## config.mk

```make
export PLATFORM = sky130hd
export DESIGN_NAME = route_xy_stage
export DESIGN_NICKNAME = d
export VERILOG_FILES = /design/src/rtl/route_xy_stage.sv
export SDC_FILE = /design/constraint.sdc
export NUM_CORES = 1
export LEC_CHECK = 0
export CAP_MARGIN = 5
export CORE_MARGIN = 2
export CORE_UTILIZATION = 45
export CTS_BUF_LIST = sky130_fd_sc_hd__clkbuf_4
export DETAILED_ROUTE_END_ITERATION = 7
export GPL_TIMING_DRIVEN = 1
export PLACE_DENSITY_LB_ADDON = 0.1
export SETUP_SLACK_MARGIN = 0.15
export SYNTH_ARGS = -nofsm -noshare
export SYNTH_HDL_FRONTEND = slang
export SYNTH_SLANG_ARGS = --single-unit
```

## constraint.sdc

```tcl
create_clock -name clk -period 11.8 [get_ports clk]
set_clock_uncertainty 0.15 [all_clocks]
set_input_delay 1.18 -clock clk [delete_from_list [all_inputs] [get_ports clk]]
set_output_delay 1.18 -clock clk [all_outputs]
set_load 0.05 [all_outputs]
```

## src/rtl/route_xy_stage.sv

```systemverilog
// route_xy_stage
// Registered XY route-compute stage for one input port of the cardinal mesh
// router. Each accepted packet is routed X-first (E/W, then N/S, then PE), its
// consumed hop field is advanced, and it is held in a two-entry skid buffer
// (main entry drives the outputs, skid entry absorbs one extra packet when the
// downstream stalls) so in_ready can be a pure register-derived signal.

module route_xy_stage #(
  parameter int DATA_W  = 64,
  parameter int HOP_W   = 4,
  parameter int DX_BIT  = 62,
  parameter int DY_BIT  = 61,
  parameter int HX_LSB  = 52,
  parameter int HY_LSB  = 48,
  parameter int HOP_ENC = 0
) (
  input  logic              clk,
  input  logic              reset,
  input  logic              in_valid,
  output logic              in_ready,
  input  logic [DATA_W-1:0] in_data,
  output logic              out_valid,
  input  logic              out_ready,
  output logic [DATA_W-1:0] out_data,
  output logic [4:0]        out_req,
  output logic              err_hop,
  input  logic              err_clr
);

  // One-hot request encodings, bit order {pe,w,e,s,n}
  localparam logic [4:0] REQ_N  = 5'b00001;
  localparam logic [4:0] REQ_S  = 5'b00010;
  localparam logic [4:0] REQ_E  = 5'b00100;
  localparam logic [4:0] REQ_W  = 5'b01000;
  localparam logic [4:0] REQ_PE = 5'b10000;

  // Buffer occupancy: nothing held, main entry only, or main plus skid entry
  typedef enum logic [1:0] {
    OCC_EMPTY = 2'd0,
    OCC_MAIN  = 2'd1,
    OCC_BOTH  = 2'd2
  } occ_t;

  occ_t occ_q, occ_d;

  logic [HOP_W-1:0]  hx, hy;
  logic [DATA_W-1:0] routed_data;
  logic [4:0]        routed_req;
  logic              hop_bad;

  logic              accept, drain;
  logic              load_main_from_in, load_main_from_skid, load_skid;

  logic [DATA_W-1:0] main_data, skid_data;
  logic [4:0]        main_req, skid_req;

  // A thermometer hop count is a run of ones from bit 0 upward (2^k-1);
  // adding one to such a value clears every bit it had set.
  function automatic logic is_therm(input logic [HOP_W-1:0] v);
    logic [HOP_W-1:0] inc;
    inc = v + HOP_W'(1);
    return (v & inc) == '0;
  endfunction

  // Advance a nonzero hop field by one hop in the configured encoding
  function automatic logic [HOP_W-1:0] hop_next(input logic [HOP_W-1:0] v);
    if (HOP_ENC == 0) return v >> 1;
    else              return v - HOP_W'(1);
  endfunction

  assign hx = in_data[HX_LSB +: HOP_W];
  assign hy = in_data[HY_LSB +: HOP_W];

  // Malformed headers only exist in thermometer mode; binary counts are always legal
  assign hop_bad = (HOP_ENC == 0) && (!is_therm(hx) || !is_therm(hy));

  // Route decision and hop update for the packet currently on the input
  always_comb begin
    routed_data = in_data;
    routed_req  = REQ_PE;
    if (hx != '0) begin
      routed_req                      = in_data[DX_BIT] ? REQ_W : REQ_E;
      routed_data[HX_LSB +: HOP_W]    = hop_next(hx);
    end else if (hy != '0) begin
      routed_req                      = in_data[DY_BIT] ? REQ_S : REQ_N;
      routed_data[HY_LSB +: HOP_W]    = hop_next(hy);
    end
  end

  assign accept = in_valid & in_ready;
  assign drain  = out_valid & out_ready;

  // Occupancy state register; reset discards whatever is buffered
  always_ff @(posedge clk or posedge reset) begin
    if (reset) occ_q <= OCC_EMPTY;
    else       occ_q <= occ_d;
  end

  // Occupancy next state from the input accept and output drain of this cycle
  always_comb begin
    occ_d = occ_q;
    case (occ_q)
      OCC_EMPTY: if (accept) occ_d = OCC_MAIN;
      OCC_MAIN: begin
        if (accept && !drain)      occ_d = OCC_BOTH;
        else if (!accept && drain) occ_d = OCC_EMPTY;
      end
      OCC_BOTH:  if (drain) occ_d = OCC_MAIN;
      default:   occ_d = OCC_EMPTY;
    endcase
  end

  // Handshake outputs and entry load strobes decoded from the occupancy state
  always_comb begin
    in_ready            = 1'b1;
    out_valid           = 1'b0;
    load_main_from_in   = 1'b0;
    load_main_from_skid = 1'b0;
    load_skid           = 1'b0;
    case (occ_q)
      OCC_EMPTY: begin
        load_main_from_in = accept;
      end
      OCC_MAIN: begin
        out_valid         = 1'b1;
        load_main_from_in = accept & drain;
        load_skid         = accept & ~drain;
      end
      OCC_BOTH: begin
        in_ready            = 1'b0;
        out_valid           = 1'b1;
        load_main_from_skid = drain;
      end
      default: begin
        in_ready = 1'b1;
      end
    endcase
  end

  // Main entry: refilled from the input or promoted from the skid entry
  always_ff @(posedge clk or posedge reset) begin
    if (reset) begin
      main_data <= '0;
      main_req  <= '0;
    end else if (load_main_from_skid) begin
      main_data <= skid_data;
      main_req  <= skid_req;
    end else if (load_main_from_in) begin
      main_data <= routed_data;
      main_req  <= routed_req;
    end
  end

  // Skid entry: captures the packet accepted while the main entry is stalled
  always_ff @(posedge clk or posedge reset) begin
    if (reset) begin
      skid_data <= '0;
      skid_req  <= '0;
    end else if (load_skid) begin
      skid_data <= routed_data;
      skid_req  <= routed_req;
    end
  end

  // Sticky malformed-hop flag; a new error outranks a clear in the same cycle
  always_ff @(posedge clk or posedge reset) begin
    if (reset)                   err_hop <= 1'b0;
    else if (accept && hop_bad)  err_hop <= 1'b1;
    else if (err_clr)            err_hop <= 1'b0;
  end

  assign out_data = main_data;
  assign out_req  = out_valid ? main_req : 5'b00000;

`ifndef SYNTHESIS
  // A presented packet always carries exactly one output request
  a_req_onehot: assert property (@(posedge clk) disable iff (reset)
    out_valid |-> $onehot(out_req));

  // A stalled packet stays on the outputs unchanged until it is taken
  a_hold_stable: assert property (@(posedge clk) disable iff (reset)
    (out_valid && !out_ready) |=> (out_valid && $stable(out_data) && $stable(out_req)));
`endif

endmodule

```

# Yosys cells after proc, flatten, opt, wreduce, memory -nomap -nowiden
# Cells that the tools add are included.
[totals]
reg_bits = 141
input_bits = 69
output_inout_bits = 72
elab_cells = 61
[classes]
add_sub_neg = 2
n_eq_ne = 5
mux = 24
bitwise_logic = 7
reduce_logical = 17
[op_table]
columns = ["cell", "count"]
rows = [
  ["2-to-1 mux 64 bit", 2],
  ["2-to-1 mux 5 bit", 5],
  ["2-to-1 mux 4 bit", 4],
  ["2-to-1 mux 2 bit", 5],
  ["adder 4 x 1 -> 4 bit (second input constant)", 2],
  ["bitwise AND 4 bit", 2],
  ["zero test 4 bit", 2],
  ["nonzero test 4 bit", 2],
  ["2-to-1 mux 1 bit", 6],
  ["case mux 2 bit (3 select lines)", 1],
  ["bitwise AND 1 bit", 4],
  ["zero test 1 bit", 4],
  ["inequality test 2 bit (second input constant)", 2],
  ["nonzero test 2 bit", 2],
  ["logical AND 1 bit", 3],
  ["inequality test 3 bit (second input constant)", 1],
  ["AND reduction 3 bit", 1],
  ["equality test 2 x 1 -> 1 bit (second input constant)", 1],
  ["equality test 2 bit (second input constant)", 1],
  ["zero test 2 bit", 1],
  ["case mux 1 bit (2 select lines)", 1],
  ["OR reduction 2 bit", 1],
  ["logical OR 1 bit", 1],
  ["NOT 1 bit", 1],
]

# Longest topological paths before layout
[depth]
word_depth = 8
ltp_mapped = 8
ltp_nobuf = 6

# Least setup slack after synthesis
# No wires, ideal clock.
[synth_path]
kind = "register -> output"
start = "register occ_q[1]"
end = "output out_req[0]"
arrival_time_ns = 1.573
t_required_ns = 10.470
slack_ns = 8.897
stages_incl_launch_ff = 4
path_buffers = 0
path_cell_list = "dfrtp_1 -> inv_1 -> ha_1 -> and2_1"
[synth_between]
elab_chain_cells = 4
word_cells_on_any_way = 5
cone_classes = "eq/ne (2); mux (2); reduce/logical (1)"
[synth_rtl]
columns = ["element", "line", "text"]
rows = [
  ["start: declaration", "44", "occ_t occ_q, occ_d;"],
  ["start signal: assignment", "95", "if (reset) occ_q <= OCC_EMPTY;"],
  ["start signal: assignment", "96", "else occ_q <= occ_d;"],
  ["equality test 2 x 1 -> 1 bit / equality test 2 bit (equally long branches)", "120", "case (occ_q)"],
  ["OR reduction 2 bit (no source line) *", "--", ""],
  ["2-to-1 mux 1 bit *", "120", ""],
  ["net out_valid", "22", "output logic out_valid,"],
  ["2-to-1 mux 5 bit *", "173", "assign out_req = out_valid ? main_req : 5'b00000;"],
  ["end: declaration", "25", "output logic [4:0] out_req,"],
]
# Mark *: on every way through the listed nets, which the timed path passes. The rest lies on a longest branch.

# Final worst setup path
[layout_path]
start = "register occ_q[0]"
end = "output out_req[1]"
[layout_between]
elab_chain_cells = 4
word_cells_on_any_way = 5
cone_classes = "eq/ne (2); mux (2); reduce/logical (1)"
[layout_rtl]
columns = ["element", "line"]
rows = [
  ["equality test 2 x 1 -> 1 bit / equality test 2 bit (equally long branches)", "120"],
  ["OR reduction 2 bit (no source line) *", "--"],
  ["2-to-1 mux 1 bit *", "120"],
  ["2-to-1 mux 5 bit *", "173"],
]
# Every way passes the cells marked *; elsewhere a longest branch is shown, timed or not.

==> run_results.csv <==
group,metric,value,unit
outcome,outcome,"completed",
cells_and_area,drive_above_1_share,0.144,
global_routing,grt.total_usage,0.205,
detailed_routing,drt_iter0_drc,423,
worst_setup_path,critical_path_required,10.47,ns
hold_path,min_path_type,"reg2reg",
cells_and_area,design_area,7480,µm²
worst_setup_path,crit_family,"buffers and inverters",
power_and_ir_drop,internal_power,1260,µW
detailed_routing,wire_per_inst,16.2,µm
sta,max_slew_margin,0.280,
detailed_routing,num_vias,4306,
worst_setup_path,slowest_stage,"clkdlybuf4s50_1",
floorplan,dieArea,13600,µm²
sta,setup-violations-final,0,
cts,cts_made_buffers,17,
detailed_routing,first_pass_iters,4,
cells_and_area,n_antenna_cell,0,
yosys,syn_avg_cell_area,11.4,µm²
placement,dp_hpwl,8110,µm
cts,clk_latency,0.53,ns
worst_setup_path,cp_max_fo,9,
cts,ctsRootBufferMaster,"clkbuf_4",
yosys,synth_nets,575,
sta,setup_tns,0,ns
sta,fin_crit_sh,0.323,
cts,ctsHoldBuffers,0,
floorplan,pin_count,141,
power_and_ir_drop,clock_power_share,0.115,
yosys,syn_area,5700,µm²
floorplan,start_util,0.456,
detailed_routing,wl,13300,µm
placement,port-buffer-count,140,
job,cap_violations,0,
yosys,synth_cells,502,
global_routing,grt_pass1_vias,4431,
yosys,ys_ff_latch,141,
yosys,ys_types,31,
cts,clock-sinks,141,
sta,hold-worst-slack,0.341,ns
sta,timing.final.crit_period,3.81,ns
power_and_ir_drop,p_comb_frac,0.517,
power_and_ir_drop,switching_share,0.444,
power_and_ir_drop,switchingPower,1010,µW
cells_and_area,nFillCells,1096,
worst_setup_path,critPathCaptureType,"output port",
cts,clk_pin_slew_worst_paths,0.10,ns
placement,gp_congestion,0.724,
yosys,synthFlopType,"dfrtp_1",
power_and_ir_drop,seqPwrFrac,0.369,
sta,fmax,262,MHz
cts,cts_resized,0,
detailed_routing,viasPerCell,5.26,
yosys,async_flop_share,1.00,
worst_setup_path,worst_setup_path_start_kind,"flop",
sta,hold_viol_final,0,
cts,clockBufferDepth,2,
global_routing,antenna_found_initial,0,
power_and_ir_drop,vdd_drop_max,0.133,mV
global_routing,grt_pass1_wl,21700,µm
worst_setup_path,critical_path_class,"reg2out",
floorplan,die_h,117,µm
global_routing,grt_max_degree,82,
yosys,synth_edf_count,0,
cts,cts_tree,"yes",
global_routing,grt-ovfl-total,0,
worst_setup_path,max_stage_delay,0.81,ns
cells_and_area,finish.utilization,0.597,
sta,tightestPinTransition,1.08,ns
worst_setup_path,cp_num_buf_inv,2,
power_and_ir_drop,power_leakage,0.00316,µW
cts,cts_setup_buffers,0,
sta,slew_violations,0,
floorplan,die_w,117,µm
yosys,synth_warnings,0,
floorplan,core-area,12500,µm²
detailed_routing,ant_nets,0,
worst_setup_path,cp.arrival,2.48,ns
cells_and_area,fin_nets,710,
power_and_ir_drop,power_density,304,nW/µm²
yosys,seq_area_frac_synth,0.619,
placement,place_area,7260,µm²
floorplan,rows,41,
cts,h-tree-depth,4,
cells_and_area,syn_to_final_growth,31.2,%
worst_setup_path,path_cells,"inv_1, ha_1, and2_1, clkdlybuf4s50_1",
detailed_routing,drc,0,
sta,grt_setup_unrepaired,"no",
per-layer routing:
layer,GRT usage,up-vias,wire length [µm]
met5,0,-,0
met4,0.0800,0,238
met3,0.0612,18,760
met2,0.323,120,6280
met1,0.269,2152,6000
li1,-,2016,-
cell families after synthesis:
kind of cell | Yosys count | share of synthesized area
fa+ha+maj | 4 | 0.00878
flops | 141 | 0.619
buf+inv | 37 | 0.0270
compound gates | 89 | 0.102
simple gates | 167 | 0.118
mux | 64 | 0.125
synth_stat cells, types with 2 or more instances:
cell type | number | share of area
mux2_2 | 58 | 0.11
a221o_1 | 6 | 0.011
mux2i_1 | 6 | 0.011
nand2_1 | 21 | 0.014
o31ai_1 | 2 | 0.0026
clkbuf_1 | 15 | 0.0099
and2_1 | 6 | 0.0066
buf_2 | 12 | 0.011
ha_1 | 4 | 0.0088
nor2_1 | 125 | 0.082
nand2b_1 | 3 | 0.0033
a21oi_1 | 3 | 0.0026
o221a_2 | 2 | 0.0039
nand3_1 | 5 | 0.0044
o21ai_0 | 10 | 0.0088
dfrtp_1 | 141 | 0.62
o22ai_1 | 60 | 0.066
inv_1 | 9 | 0.0059
nor4_1 | 2 | 0.0022
power groups by stage:
| stage | combinational (µW) | clock (µW) | sequential (µW) |
|---|---|---|---|
| 6_report | 1170 | 261 | 839 |
| 3_3_place_gp | 1160 | 0 | 840 |
| 2_1_floorplan | 446 | 0 | 1200 |
| 3_5_place_dp | 1180 | 0 | 848 |
| 4_1_cts | 1190 | 270 | 839 |
| 5_1_grt | 1260 | 294 | 866 |
sequential cells by signal, indices dropped and copies added (netlist names):
signal and count:
err_hop 1, occ_q 2, skid_req 5, out_data 64, main_req 5, skid_data 64
path summary, 6_finish.rpt:
path	start	to	slack (ns)	cells past startpoint
setup / recovery	occ_q[0]	out_req[1]	7.99	4
hold reg to reg	skid_data[55]	out_data[55]	0.34	2
min in group asynchronous	reset	skid_data[26]	0.92	2
hold / removal	skid_data[55]	out_data[55]	0.34	2
setup reg to reg	occ_q[0]	skid_data[44]	8.89	5
max in group asynchronous	reset	out_data[13]	9.13	3
layout by cell type, fill, tap and decap left out, types with 2 or more instances in the layout:
master / instances
a21oi_1: 3
clkbuf_4: 22
o31ai_1: 2
nand2b_1: 2
buf_4: 4
nand2_1: 21
o221a_2: 2
mux2i_1: 6
nand3_1: 3
clkinv_1: 5
nor4_1: 2
inv_1: 8
o22ai_1: 60
and2_1: 6
nor2_1: 125
ha_1: 4
a221o_1: 6
o21ai_0: 10
mux2_2: 58
dfrtp_1: 141
clkdlybuf4s50_1: 140
through the flow:
stage | std cells | power (µW) | setup slack (ns)
2_1_floorplan | 502 | 1640 | 6.69
3_3_place_gp | 790 | 2000 | 8.01
3_5_place_dp | 790 | 2030 | 8.00
4_1_cts | 818 | 2300 | 7.93
5_1_grt | 818 | 2420 | 7.81
6_report | 818 | 2270 | 7.99
layout make-up:
class                   count  area, µm²  share of cell area
inverters                   9       38.8             0.00519
repair buffers            144       1430               0.191
multi-input cells         324       2050               0.274
clock inverters             6       48.8             0.00653
well taps                 172        215              0.0288
clock buffers              22        165              0.0221
flip-flops and latches    141       3530               0.472
worst register-to-register path: stages, from the launching register on:
cell	delay, ns
dfrtp_1	0.39
inv_1	0.09
ha_1	0.43
nand2_1	0.26
nand3_4	0.80
mux2_2	0.67
Note: power is estimated with default switching activity, not from simulation.
